## config.mk

```make
export PLATFORM = sky130hd
export DESIGN_NAME = regfile_wb_scheduler
export DESIGN_NICKNAME = d
export VERILOG_FILES = /design/src/rtl/pipeline_pkg.sv /design/src/rtl/wb_hold_buffer.sv /design/src/rtl/regfile_wb_scheduler.sv
export SDC_FILE = /design/constraint.sdc
export NUM_CORES = 1
export LEC_CHECK = 0
export ABC_AREA = 0
export CORE_MARGIN = 2
export CORE_UTILIZATION = 35
export CTS_CLUSTER_SIZE = 24
export DETAILED_ROUTE_END_ITERATION = 12
export RECOVER_POWER = 100
export REMOVE_ABC_BUFFERS = 1
export SLEW_MARGIN = 20
export SYNTH_ARGS = -nofsm -noshare
export SYNTH_HDL_FRONTEND = slang
export SYNTH_SLANG_ARGS = --single-unit
```

## constraint.sdc

```tcl
create_clock -name clk -period 4.67 [get_ports clk]
set_input_delay 1.401 -clock clk [delete_from_list [all_inputs] [get_ports clk]]
set_output_delay 1.401 -clock clk [all_outputs]
set_load 0.01 [all_outputs]
```

## src/rtl/pipeline_pkg.sv

```systemverilog
// Shared pipeline types: default register-file geometry, writeback request record and
// write-port grant encoding.
package pipeline_pkg;

  localparam int unsigned DATA_WIDTH = 16;
  localparam int unsigned ADDR_WIDTH = 3;

  typedef struct packed {
    logic                  valid;
    logic [ADDR_WIDTH-1:0] addr;
    logic [DATA_WIDTH-1:0] data;
  } wb_req;

  typedef enum logic [1:0] {
    GNT_NONE,
    GNT_MEM,
    GNT_BUF,
    GNT_ALU
  } wb_grant_e;

endpackage

```

## src/rtl/wb_hold_buffer.sv

```systemverilog
// One-entry holding register for an ALU writeback that lost the write port.
// A load in the same cycle as a drain refills the entry.
module wb_hold_buffer #(
  parameter int unsigned DATA_WIDTH = 16,
  parameter int unsigned ADDR_WIDTH = 3
) (
  input  logic                  clk,
  input  logic                  rst,
  input  logic                  load,
  input  logic                  drain,
  input  logic [ADDR_WIDTH-1:0] load_addr,
  input  logic [DATA_WIDTH-1:0] load_data,
  output logic                  full,
  output logic [ADDR_WIDTH-1:0] addr,
  output logic [DATA_WIDTH-1:0] data
);

  logic                  full_q;
  logic [ADDR_WIDTH-1:0] addr_q;
  logic [DATA_WIDTH-1:0] data_q;

  always_ff @(posedge clk) begin
    if (rst) begin
      full_q <= 1'b0;
      addr_q <= '0;
      data_q <= '0;
    end else if (load) begin
      full_q <= 1'b1;
      addr_q <= load_addr;
      data_q <= load_data;
    end else if (drain) begin
      full_q <= 1'b0;
    end
  end

  assign full = full_q;
  assign addr = addr_q;
  assign data = data_q;

endmodule

```

## src/rtl/regfile_wb_scheduler.sv

```systemverilog
// Register-file write-port arbiter (mem > held ALU > new ALU) plus a per-register
// scoreboard of in-flight writes that stalls decode on RAW hazards.
module regfile_wb_scheduler #(
  parameter int unsigned DATA_WIDTH = pipeline_pkg::DATA_WIDTH,
  parameter int unsigned ADDR_WIDTH = pipeline_pkg::ADDR_WIDTH,
  parameter int unsigned PEND_WIDTH = 2
) (
  input  logic                  clk,
  input  logic                  rst,
  input  logic                  issue_valid,
  input  logic                  issue_writes,
  input  logic [ADDR_WIDTH-1:0] issue_dst,
  input  logic                  src1_used,
  input  logic                  src2_used,
  input  logic [ADDR_WIDTH-1:0] src1,
  input  logic [ADDR_WIDTH-1:0] src2,
  output logic                  stall,
  input  logic                  alu_wb_valid,
  input  logic [ADDR_WIDTH-1:0] alu_wb_addr,
  input  logic [DATA_WIDTH-1:0] alu_wb_data,
  output logic                  alu_wb_ready,
  input  logic                  mem_wb_valid,
  input  logic [ADDR_WIDTH-1:0] mem_wb_addr,
  input  logic [DATA_WIDTH-1:0] mem_wb_data,
  output logic                  rf_write_enable,
  output logic [ADDR_WIDTH-1:0] rf_write_address,
  output logic [DATA_WIDTH-1:0] rf_write_data
);
  import pipeline_pkg::*;

  localparam int unsigned           NumRegs = 2 ** ADDR_WIDTH;
  localparam logic [PEND_WIDTH-1:0] PendMax = '1;

  // Write-port arbitration
  wb_grant_e             grant;
  logic [ADDR_WIDTH-1:0] win_addr;
  logic [DATA_WIDTH-1:0] win_data;
  logic                  buf_full;
  logic [ADDR_WIDTH-1:0] buf_addr;
  logic [DATA_WIDTH-1:0] buf_data;
  logic                  buf_load;
  logic                  buf_drain;

  always_comb begin
    grant    = GNT_NONE;
    win_addr = '0;
    win_data = '0;
    if (mem_wb_valid) begin
      grant    = GNT_MEM;
      win_addr = mem_wb_addr;
      win_data = mem_wb_data;
    end else if (buf_full) begin
      grant    = GNT_BUF;
      win_addr = buf_addr;
      win_data = buf_data;
    end else if (alu_wb_valid) begin
      grant    = GNT_ALU;
      win_addr = alu_wb_addr;
      win_data = alu_wb_data;
    end
  end

  assign alu_wb_ready = alu_wb_valid & (~buf_full | ~mem_wb_valid);
  // An accepted ALU result that did not win the port directly is parked.
  assign buf_load     = alu_wb_ready & (grant != GNT_ALU);
  assign buf_drain    = (grant == GNT_BUF);

  wb_hold_buffer #(
    .DATA_WIDTH(DATA_WIDTH),
    .ADDR_WIDTH(ADDR_WIDTH)
  ) u_hold_buffer (
    .clk       (clk),
    .rst       (rst),
    .load      (buf_load),
    .drain     (buf_drain),
    .load_addr (alu_wb_addr),
    .load_data (alu_wb_data),
    .full      (buf_full),
    .addr      (buf_addr),
    .data      (buf_data)
  );

  logic                  wr_en_q;
  logic [ADDR_WIDTH-1:0] wr_addr_q;
  logic [DATA_WIDTH-1:0] wr_data_q;

  always_ff @(posedge clk) begin
    if (rst) begin
      wr_en_q   <= 1'b0;
      wr_addr_q <= '0;
      wr_data_q <= '0;
    end else begin
      wr_en_q <= (grant != GNT_NONE);
      if (grant != GNT_NONE) begin
        wr_addr_q <= win_addr;
        wr_data_q <= win_data;
      end
    end
  end

  assign rf_write_enable  = wr_en_q;
  assign rf_write_address = wr_addr_q;
  assign rf_write_data    = wr_data_q;

  // Scoreboard
  logic [PEND_WIDTH-1:0] pending_q [NumRegs];
  logic [PEND_WIDTH-1:0] pending_d [NumRegs];
  logic                  issue_fire;

  always_comb begin
    stall = 1'b0;
    if (issue_valid) begin
      stall = (src1_used && (pending_q[src1] != '0)) ||
              (src2_used && (pending_q[src2] != '0)) ||
              (issue_writes && (pending_q[issue_dst] == PendMax));
    end
  end

  assign issue_fire = issue_valid & issue_writes & ~stall;

  always_comb begin
    logic inc;
    logic dec;
    inc = 1'b0;
    dec = 1'b0;
    for (int unsigned r = 0; r < NumRegs; r++) begin
      inc          = issue_fire && (issue_dst == ADDR_WIDTH'(r));
      dec          = wr_en_q && (wr_addr_q == ADDR_WIDTH'(r));
      pending_d[r] = pending_q[r];
      // Saturating in both directions; a same-cycle inc/dec cancels out.
      if (inc && !dec && (pending_q[r] != PendMax)) begin
        pending_d[r] = pending_q[r] + 1'b1;
      end else if (dec && !inc && (pending_q[r] != '0)) begin
        pending_d[r] = pending_q[r] - 1'b1;
      end
    end
  end

  always_ff @(posedge clk) begin
    for (int unsigned r = 0; r < NumRegs; r++) begin
      if (rst) begin
        pending_q[r] <= '0;
      end else begin
        pending_q[r] <= pending_d[r];
      end
    end
  end

  // A commit to a register with nothing in flight means a writeback source misbehaved.
  spurious_wb_a : assert property (@(posedge clk) disable iff (rst)
    wr_en_q |-> (pending_q[wr_addr_q] != '0));

endmodule

```

# [Word level (Yosys, flattened, before mapping)]
# Memory sizes are Yosys's and may differ from the RTL's.
# Index checks and enable logic that the tools add are counted.
[word_totals] mem_bits_rw=16 latch_bits=0 wordCells=186 romBits=0 inputBits=55 out_inout_bits=22 mem_count=1 register_bits=40
[mem_list] name="pending_q" depth=8 width=2 read_ports=11 rd_clocked_by_memory_dff=0 write_ports=8 line_no="regfile_wb_scheduler.sv:106" source="logic [PEND_WIDTH-1:0] pending_q [NumRegs];"
[classes] n_mul=0 n_lt_le_gt_ge=0 mux=39 n_eq_ne=25 reduce_logical=83 shifts=0 n_addsub=16 bitwise_logic=16 n_div=0
[op_table] cell="2-bit 2-to-1 mux" n=27
[op_table] cell="1-bit logical AND" n=51
[op_table] cell="16-bit 2-to-1 mux" n=3
[op_table] cell="3-bit == test (second input constant)" n=8
[op_table] cell="2-bit nonzero test" n=12
[op_table] cell="2-bit inequality test (second input constant)" n=9
[op_table] cell="2-bit by 1-bit adder with 2-bit output (second input constant)" n=8
[op_table] cell="1-bit zero test" n=16
[op_table] cell="2-bit by 1-bit subtractor with 2-bit output (second input constant)" n=8
[op_table] cell="3-bit by 2-bit == test with 1-bit output (second input constant)" n=4
[op_table] cell="3-bit 2-to-1 mux" n=3
[op_table] cell="1-bit bitwise OR" n=9
[op_table] cell="3-bit by 1-bit == test with 1-bit output (second input constant)" n=2
[op_table] cell="3-bit zero test" n=2
[op_table] cell="1-bit 2-to-1 mux" n=6
[op_table] cell="1-bit AND" n=4
[op_table] cell="2-bit == test (second input constant)" n=2
[op_table] cell="1-bit inverter" n=3
[op_table] cell="1-bit logical OR" n=2

# [Depth between registers and ports, before layout]
# An unclocked memory read counts as a cell.
[logic_depth] depth_word=15 ltp_mapped=8 mapped_depth_nobuf=6

# [Cells and area by module]
# Synthesis repeated with hierarchy kept, for this count alone.
[hier_totals] hier_cells=386 hier_area_um2=3091.7
[by_module_without_submodules] module="regfile_wb_scheduler" cells_per_inst=321 n_inst=1 seq_area_each_um2=720.7 area_per_inst_um2=2384.8
[by_module_without_submodules] module="wb_hold_buffer" cells_per_inst=65 n_inst=1 seq_area_each_um2=400.4 area_per_inst_um2=706.9

# [Worst setup path before layout]
# Ideal clock, no wire load.
[synth_path] path_kind="input-to-output" start="input src1[0]" end="output stall" setup_slack_ns=0.900 t_required_ns=3.269 path_buffers=0 arrival_ns=2.369 stages=3 path_cell_list="or4b_1 > a32oi_4 > a31oi_1"
[synth_via] elab_chain_cells=6
[synth_rtl] element="start, declared" line_no="regfile_wb_scheduler.sv:15" source="input logic [ADDR_WIDTH-1:0] src1,"
[synth_rtl] element="memory read 8 x 2 bit"
[synth_rtl] element="2-bit nonzero test" line_no="regfile_wb_scheduler.sv:113" source="stall = (src1_used && (pending_q[src1] != '0)) ||"
[synth_rtl] element="1-bit logical AND" line_no="regfile_wb_scheduler.sv:113"
[synth_rtl] element="1-bit logical OR" line_no="regfile_wb_scheduler.sv:113"
[synth_rtl] element="1-bit logical OR" line_no="regfile_wb_scheduler.sv:114" source="(src2_used && (pending_q[src2] != '0)) ||"
[synth_rtl] element="1-bit 2-to-1 mux" line_no="regfile_wb_scheduler.sv:112" source="if (issue_valid) begin"
[synth_rtl] element="end, declared" line_no="regfile_wb_scheduler.sv:17" source="output logic stall,"
# Every way passes these cells.

# [Worst setup path after layout]
[layout_path] start="input src1_used" end="output stall"
[layout_via] elab_chain_cells=4
[layout_rtl] element="start, declared" line_no="regfile_wb_scheduler.sv:13" source="input logic src1_used,"
[layout_rtl] element="1-bit logical AND" line_no="regfile_wb_scheduler.sv:113"
[layout_rtl] element="1-bit logical OR" line_no="regfile_wb_scheduler.sv:113"
[layout_rtl] element="1-bit logical OR" line_no="regfile_wb_scheduler.sv:114"
[layout_rtl] element="1-bit 2-to-1 mux" line_no="regfile_wb_scheduler.sv:112"
# Every way passes these cells.

==> out/results.txt <==
Clock Sinks - 56
Min-Delay Startpoint - rf_write_data[15]
Clock Tree Root - clkbuf_8
Int Power - 0.718 mW
Area leader, netlist - dfxtp_1
Kind of critical path - in -> out
Tot GR Track Use - 17.5%
Worst hold margin - 0.474 ns
Clock Path Buffers - 2
Fin nets - 532
Max stage delay on crit path - 0.55 ns
Post-synth top area share - 35.0%
Synth Area in Adders - 0%
Req. time, crit path - 3.27 ns
Non-Filler Instances - 586
Clock transition at path regs - 0.09 ns
Main combinational cell family by area after synthesis - simple AND/OR/NAND/NOR gates
Max frequency - 219 MHz
CP Cell Sequence - clkdlybuf4s50_1 -> inv_1 -> a311oi_2 -> a32oi_4 -> a31oi_1 -> clkdlybuf4s50_1
Endpoints failing hold - 0
Clock Power Share - 26.8%
Slew Viols, Final - 44
CP most frequent cell - clkdlybuf4s50_1
First drt pass iteration count - 4
Fraction of layout cells with a size suffix above 1 - 5.86%
Largest net degree at the start of global routing - 44
Routability cong. - 0.878
Avg Cell Area, Syn - 7.86 µm²
Fill cell count - 927
Static Leak - 1.75 nW
WP buf/inv - 3
Final Setup Violations - 0
Area of the core - 8810 µm²
DP HPWL - 6210 µm
Max Cap Violations - 1
Yosys reg bits - 56
Outcome - finished, violations left
Clk_lat worst skew - 0.31 ns
Antenna violations before repair - 0
CTS Hold Bufs - 0
Sequential share of power - 51.8%
Routed Wire Length - 8660 µm
Final Cycle Share - 97.9%
I/O Pins - 77
Synth cell types - 39
R2R Path Start - pending_q[7][0]
Rel. slew slack - -5.38%
Fin Setup TNS - 0 ns
Vias per cell - 5.43
Largest cells by area after synthesis - dfxtp_1 (35%), nand2_1 (7.3%), mux2i_1 (7.2%), nor2_1 (5.6%), a22o_1 (5.2%)
Total CTS buffers - 5
CTS tree - done
Area after DPL - 4110 µm²
Cell row count - 34
Vias - 3,182
CP Max Fanout - 2
Post-Synthesis Cell Area - 3200 µm²
Max stage delay cell, worst path - clkdlybuf4s50_1
Die Area - 9920 µm²
Startpoint class of the critical path - primary input
Register area share after synthesis - 35.0%
Vias in the first global route - 3,026
XOR/XNOR Fraction of Synth Area - 0.274%
Die Y - 99.6 µm
NetSw - 0.280 mW
Cell family with most CP delay - buffers and inverters
Design area - 4170 µm²
Die Wd - 99.6 µm
Initial core utilization - 36.3%
Pwr/cell area - 240 nW/µm²
DRC violations left - 0
CP startpoint - src1_used
Avg WL per Cell - 14.8 µm
Synth warn - 0
Worst-margin pin slew - 1.58 ns
Post-synthesis mux area share - 7.20%
1st-iter DRT viols - 105
Minimum setup slack among reg-to-reg paths - 1.64 ns
Syn-to-layout area delta - 30.2%
Port bufs - 76
CP Capture Type - primary output
First-pass GRT wire length - 14,400 µm
Final min period - 4.57 ns
Post-CTS Setup Bufs - 0
Synth Instances - 407
Total Power - 0.999 mW
Compound-Gate Fraction of Synth Area - 21.5%
Switching part of the total power - 28.1%
HP Class - reg -> reg
Placed insts - 578
Number of routed nets with antenna violations - 0
H-tree depth - 2
Post-synthesis simple-gate area fraction - 32.0%
Comb power frac - 21.4%
Antenna cells - 0
Worst clock skew - 0.0177 ns
Total gr overflow - 0
Failing checks - max-capacitance violations, max-slew violations
Worst vdd ir - 0.121 mV
WP data arrival - 3.17 ns
-- cell usage in the layout, fill, tap and decap left out, drive strengths merged, types with 12 or more instances in the layout --
master,n
o21ai,29
nand2,62
buf,13
a21oi,28
a22o,19
mux2i,23
dfxtp,56
nor2,48
clkdlybuf4s50,47
nor4b,12
nand4,12
dlygate4sd3,22
-- area by class of cell --
class | count | area [µm²] | area share (%)
Multi-Input combinational cell | 318 | 1950 | 46.7
Sequential cell | 56 | 1120 | 26.9
Inverter | 4 | 15.0 | 0.360
Clock inverter | 2 | 13.8 | 0.330
Timing Repair Buffer | 92 | 862 | 20.7
Clock buffer | 6 | 72.6 | 1.74
Tap cell | 108 | 135 | 3.24
-- cell families after synthesis --
logic type      count (synthesis)
compound gates                102
xor+xnor                        1
buf+inv                        33
flops                          56
mux                            23
simple gates                  192
-- synth_stat cells, drive strengths merged --
master  count
clkbuf     26
o21bai     10
nor2b       5
nand3      10
and2        7
nand4      12
and4        1
a31oi       2
nand4b      6
or4b       10
a21boi      2
and4bb      1
a311o       1
buf         3
nor3b       6
xor2        1
nand2      62
o311ai      1
a311oi      1
o211ai      6
mux2i      23
nor3        8
a221oi      1
nand2b      1
nor4        2
nor2       48
dfxtp      56
inv         4
nor4bb      1
a22o       19
a21oi      28
a32oi       1
o21ai      29
nor4b      12
a22oi       1
-- per-layer routing --
| layer | up-vias | GRT usage (%) | share of wire [%] |
|---|---|---|---|
| li1 | 1616 | - | - |
| met3 | 8 | 4.08 | 4.9 |
| met4 | 0 | 3.79 | 1.1 |
| met2 | 72 | 29.9 | 49 |
| met5 | - | 0 | 0 |
| met1 | 1486 | 22.5 | 45 |
-- repair_timing --
action                     CTS  global route
setup endpoints to repair    1             1
gates resized for setup      4             4
hold endpoints to repair     0             0
-- per-stage QoR --
| stage | util (%) | setup slack (ns) |
|---|---|---|
| floorplan | - | 0.900 |
| finish | 47.3 | 0.0974 |
| CTS | 47.6 | 0.000319 |
| global placement | 46.6 | 0.0129 |
| detailed placement | 46.7 | -0.0408 |
| global route | 47.3 | -0.0251 |
-- power groups by stage --
stage / Clock (mW) / Combinational, mW / Sequential (mW)
after floorplan: 0 / 0.0902 / 0.535
after global placement: 0 / 0.219 / 0.528
after detailed placement: 0 / 0.224 / 0.528
after CTS: 0.281 / 0.223 / 0.518
after global routing: 0.297 / 0.238 / 0.521
final: 0.268 / 0.214 / 0.517
-- flip-flops by register name, summed over array words and instances, names as in the netlist --
signal,cells
rf_write_address,3
u_hold_buffer.full,1
rf_write_data,16
rf_write_enable,1
pending_q,16
u_hold_buffer.addr,3
u_hold_buffer.data,16
-- final timing paths --
kind	cells past startpoint	endpoint
worst max register to register	7	pending_q[3][0]
worst min register to register	1	rf_write_data[15]
worst max-delay path	6	stall
worst min-delay path	1	rf_write_data[15]
(Power assumes the default switching activity.)
